[config.mk]
export PLATFORM = sky130hd
export DESIGN_NAME = cache_control
export DESIGN_NICKNAME = d
export VERILOG_FILES = /design/src/rtl/cache_control.sv
export SDC_FILE = /design/constraint.sdc
export NUM_CORES = 1
export LEC_CHECK = 0
export BUFFER_PORTS_ARGS = -buffer_cell sky130_fd_sc_hd__buf_2
export CAP_MARGIN = 40
export CORE_MARGIN = 5
export CORE_UTILIZATION = 47
export DETAILED_ROUTE_END_ITERATION = 16
export GPL_TIMING_DRIVEN = 0
export PLACE_DENSITY = 0.88
export SKIP_CTS_REPAIR_TIMING = 1
export SLEW_MARGIN = 20
export SYNTH_ARGS = -nofsm -noshare
export SYNTH_HDL_FRONTEND = slang
export SYNTH_SLANG_ARGS = --single-unit
[constraint.sdc]
create_clock -name clk -period 1.57 [get_ports clk]
set_input_delay 0.0785 -clock clk [delete_from_list [all_inputs] [get_ports clk]]
set_output_delay 0.0785 -clock clk [all_outputs]
set_load 0.05 [all_outputs]
[src/rtl/cache_control.sv]
// Sequencing controller for a two-way, 8-set L1 cache: per-set LRU plus the
// hit / write-back / allocate FSM. Optional perf counters via CACHE_PERF_CNT_EN.
module cache_control #(
  parameter int SETS  = 8,
  parameter int SET_W = 3
) (
  input  logic             clk,
  input  logic             reset_n,
  input  logic             mem_read,
  input  logic             mem_write,
  input  logic [SET_W-1:0] set,
  input  logic             hit0,
  input  logic             hit1,
  input  logic             dirty0,
  input  logic             dirty1,
  input  logic             pmem_resp,
  output logic             mem_resp,
  output logic             pmem_read,
  output logic             pmem_write,
  output logic             pmem_addr_sel,
  output logic             lru_in0,
  output logic             lru_in1,
  output logic             write_back,
  output logic             writemux_sel,
  output logic             datamux_sel,
  output logic             way_sel,
`ifdef CACHE_PERF_CNT_EN
  output logic [15:0]      hit_count,
  output logic [15:0]      miss_count,
`endif
  output logic [1:0]       fsm_state
);

  typedef enum logic [1:0] {
    IDLE       = 2'd0,
    HIT_CHECK  = 2'd1,
    WRITE_BACK = 2'd2,
    ALLOCATE   = 2'd3
  } state_t;

  state_t          state, state_next;
  logic [SETS-1:0] lru;
  logic            lru_we;
  logic            lru_val;
  logic            req;
  logic            hit;

  assign req       = mem_read | mem_write;
  assign hit       = hit0 | hit1;
  assign fsm_state = state;

  // Victim select is purely combinational from the current set index.
  assign lru_in0 = ~lru[set];
  assign lru_in1 =  lru[set];

  always_ff @(posedge clk or negedge reset_n) begin
    if (!reset_n) begin
      state <= IDLE;
      lru   <= '0;
    end else begin
      state <= state_next;
      if (lru_we) lru[set] <= lru_val;
    end
  end

  // Handshakes: CPU holds mem_read/mem_write until a one-cycle mem_resp;
  // pmem_read/pmem_write stay high until the cycle pmem_resp is seen.
  always_comb begin
    state_next    = state;
    mem_resp      = 1'b0;
    pmem_read     = 1'b0;
    pmem_write    = 1'b0;
    pmem_addr_sel = 1'b0;
    write_back    = 1'b0;
    writemux_sel  = 1'b0;
    datamux_sel   = 1'b0;
    way_sel       = 1'b0;
    lru_we        = 1'b0;
    lru_val       = 1'b0;
    unique case (state)
      IDLE: begin
        if (req) state_next = HIT_CHECK;
      end
      HIT_CHECK: begin
        if (!req) begin
          state_next = IDLE;
        end else if (hit) begin
          mem_resp   = 1'b1;
          way_sel    = ~hit0 & hit1;
          lru_we     = 1'b1;
          lru_val    = hit0;  // the way that did not hit becomes the victim
          if (mem_write) begin
            writemux_sel = 1'b1;
            datamux_sel  = 1'b1;
          end
          state_next = IDLE;
        end else if (dirty0 | dirty1) begin
          state_next = WRITE_BACK;
        end else begin
          state_next = ALLOCATE;
        end
      end
      WRITE_BACK: begin
        pmem_write    = 1'b1;
        pmem_addr_sel = 1'b1;
        if (pmem_resp) state_next = ALLOCATE;
      end
      ALLOCATE: begin
        pmem_read  = 1'b1;
        write_back = pmem_resp;
        if (pmem_resp) state_next = HIT_CHECK;
      end
      default: state_next = IDLE;
    endcase
  end

`ifdef CACHE_PERF_CNT_EN
  logic from_idle;
  logic count_hit;
  logic count_miss;

  // Only first-look hits count; the re-check after a refill is not a hit.
  assign count_hit  = (state == HIT_CHECK) && req && hit && from_idle;
  assign count_miss = (state == HIT_CHECK) && req && !hit;

  always_ff @(posedge clk or negedge reset_n) begin
    if (!reset_n) begin
      from_idle  <= 1'b0;
      hit_count  <= '0;
      miss_count <= '0;
    end else begin
      from_idle <= (state == IDLE);
      if (count_hit && hit_count != 16'hFFFF)   hit_count  <= hit_count + 16'd1;
      if (count_miss && miss_count != 16'hFFFF) miss_count <= miss_count + 16'd1;
    end
  end
`endif

endmodule

==> results by group <==
Timing
  • Achievable Freq: 662 MHz
  • Slew of the pin with the lowest slew margin: 504 ps
  • Post-layout min period: 1510 ps
  • Tcrit/Tclk final: a little over nine tenths
  • Final Max Slew Viols: 0
  • Final hold vios: 0
  • RSZ-0062 raised after global routing: false
  • Skew final: 0.745 ps
  • Rel. slew slack: roughly 66%
  • Setup violators final: 0
  • Worst setup margin: ~59 ps

Clocking
  • Clock Sinks: 10
  • TritonCTS clock tree: done
  • Clock slew at reported path FFs: around 60 ps
  • Total CTS buffers: 3
  • CTS H-tree depth: 1
  • Max Root-Sink Buffers: 2
  • Clk root buf: clkbuf_4
  • Skew-Pair Late Insertion Delay: 260 ps

Cells and area
  • Fin nets: 122
  • Layout cells sized above 1: a little over two fifths
  • Post-route core utilization: 71.2%
  • N_diodes: 0
  • Area grow syn2layout: 39.4%
  • Filler instances: 110

Detailed routing
  • First-pass iteration count of the detailed router: 4
  • Routed Antenna Nets: 0
  • DRC Markers: 0
  • Detailed-route via count: 688
  • Drt initial violations: 7
  • Vias per inst: roughly 5.7
  • Overall routed net length: 1.74 mm
  • WL/cell: ~15 um

Floorplanning
  • Starting Density: 51.1%
  • Die X: 48.3 um
  • Rows: 13
  • Vert. Die Dim: 48.3 um
  • Core Area: 1350 um^2
  • Die area: between 2000 and 2500 um^2
  • # IOs: 24

Setup path
  • Critical R2R Capture: fsm_state[0]
  • Setup crit end kind: output pin
  • CP startpoint kind: register
  • Worst EP arrival: 1430 ps
  • Worst endpoint required time: 1490 ps
  • Worst-case reg-to-reg path depth: 5
  • Critical path class: reg -> out
  • Worst R2R Setup Slack: 80 ps
  • R2R Path Start: fsm_state[0]
  • Crit Path Max Fanout: 5

Yosys
  • Post-synth design cell area: 689 um^2
  • Syn avg cell area: around 9 um^2
  • Most used DFF post-synth: dfrtp_1
  • Post-synth EDFFs: 0
  • Register area share after synthesis: 36.3%
  • Seq cells post-synth: 10
  • Synth warnings: 0
  • Cells after Synth: 75
  • Unique masters post-synth: 30
  • Ys async rst share: 100%
  • Synthesized Nets: 91

Run
  • Total of max-cap violations: 0

Min path
  • Worst Hold Class: in -> reg
  • Hold EP: fsm_state[1]
  • Hold path depth: 3
  • Hold path start: pmem_resp

Power
  • Pwr Total: approximately 1.7 mW
  • P_sw: 0.817 mW
  • Switching share of total power: 47.4%
  • Combinational share of power: between 50% and 60%
  • Sequential Power Share: 26.8%
  • Power per cell area: about 1800 nW/um^2
  • Worst ir drop on vdd: approximately 0.0013 V
  • Internal power: 0.907 mW
  • Leakage: 0.437 nW
  • Clk pwr share: 13.3%

Place
  • Number of I/O port buffers: 23
  • Gpl congestion: 0.785
  • Pre-CTS setup slack: -1.57 ps
  • DP HPWL: ~1.4 mm

GRT
  • First-pass GRT wire length: 2.93 mm
  • Initial antenna violation count: 0
  • Vias in the first global route: 676
  • Pin count of the biggest net entering global routing: 11
  • Total congestion overflow: 0
  • Total Routing Usage GR: ~15%

Status
  • Status: finished, final reports clean
## registers in the layout, summed over array words and instances, names as in the netlist
| register | count |
|---|---|
| lru | 8 |
| fsm_state | 2 |
## stage by stage
| step | setup TNS (ps) | cells | hold slack (ps) | cell area, um^2 |
|---|---|---|---|---|
| 5_1_grt | 0 | 120 | 152 | 961 |
| 3_3_place_gp | 0 | 113 | -52.6 | 863 |
| 2_1_floorplan | -14.4 | 75 | -217 | 729 |
| 3_5_place_dp | -1.57 | 113 | -46.5 | 863 |
| 4_1_cts | -632 | 117 | -335 | 900 |
| 6_report | 0 | 120 | 154 | 961 |
## cell type report
class                           instances  area (um^2)  area share [%]
Buffer                                  5         31.3            3.26
Tap cell                               15         18.8            1.95
Timing Repair Buffer                   26          158            16.4
Sequential cell                        10          253            26.3
Clock buffer                            4         36.3            3.78
Multi-Input combinational cell         57          453            47.1
Inverter                                3         11.3            1.17
## cells by family (layout without fill, tap and decap cells)
| family | count (synthesis) | count (layout) | share of synthesized area [%] |
|---|---|---|---|
| multiplexers | 3 | 3 | 4.36 |
| AO/OA/AOI/OAI | 29 | 29 | 28.9 |
| AND/OR/NAND/NOR | 21 | 21 | 17.1 |
| flip-flops | 10 | 10 | 36.3 |
| adder cells (fa/ha/maj) | 4 | 4 | 7.26 |
| buffers and inverters | 8 | 38 | 6.17 |
## synth_stat cells, drive strengths merged, types with 2 or more instances
cell type	count	area share (%)
nand2	3	1.6
and3b	2	2.5
o21ai	10	7.3
o31ai	8	8.7
o21a	2	2.4
nand2b	2	1.8
nor2	5	2.7
o2111ai	3	3.8
mux2i	3	4.4
dfrtp	10	36
ha	4	7.3
or2	2	1.8
buf	4	4.0
inv	3	1.6
o211ai	2	2.2
nand3	2	1.5
## worst max-delay path, stage by stage, from the launching register on
cell	delay [ps]
dfrtp_2	410
inv_2	90
ha_4	160
o211ai_1	200
nor2_4	140
buf_6	160
## power by group through the flow
stage               sequential [mW]  combinational, mW  clock [mW]
floorplan                     0.518              0.677           0
detailed placement            0.463              0.934           0
global route                  0.480               1.12       0.251
global placement              0.457              0.901           0
finish                        0.463               1.03       0.230
CTS                           0.458              0.934       0.238
## layer usage
metal  routed length [um]  vias to the layer above  global-route usage (%)
li1                     -                      342                       -
met1                  678                      316                    16.3
met2                  905                       26                    25.7
met3                  114                        4                    7.03
met4                   41                        0                    5.99
met5                    0                        -                       0
## cell usage in the layout, fill, tap and decap left out, drive strengths merged, types with 2 or more instances in the layout
cell type	netlist	final
o2111ai	3	3
o31ai	8	8
nand3	2	2
mux2i	3	3
o211ai	2	2
dfrtp	10	10
buf	4	28
o21ai	10	10
clkbuf	1	6
or2	2	2
inv	3	3
ha	4	4
nand2b	2	2
nor2	5	5
o21a	2	2
and3b	2	2
nand2	3	3
## worst max path at each step
stage	from	to	slack, ps	cells past startpoint
floorplan	fsm_state[1]	writemux_sel	-10	5
global placement	fsm_state[1]	lru[2]	40	5
detailed placement	fsm_state[1]	lru[2]	-2	5
CTS	fsm_state[1]	way_sel	-240	5
global route	fsm_state[1]	way_sel	0.7	5
finish	fsm_state[1]	way_sel	60	5
No activity file was read; power rests on OpenSTA's default activity.
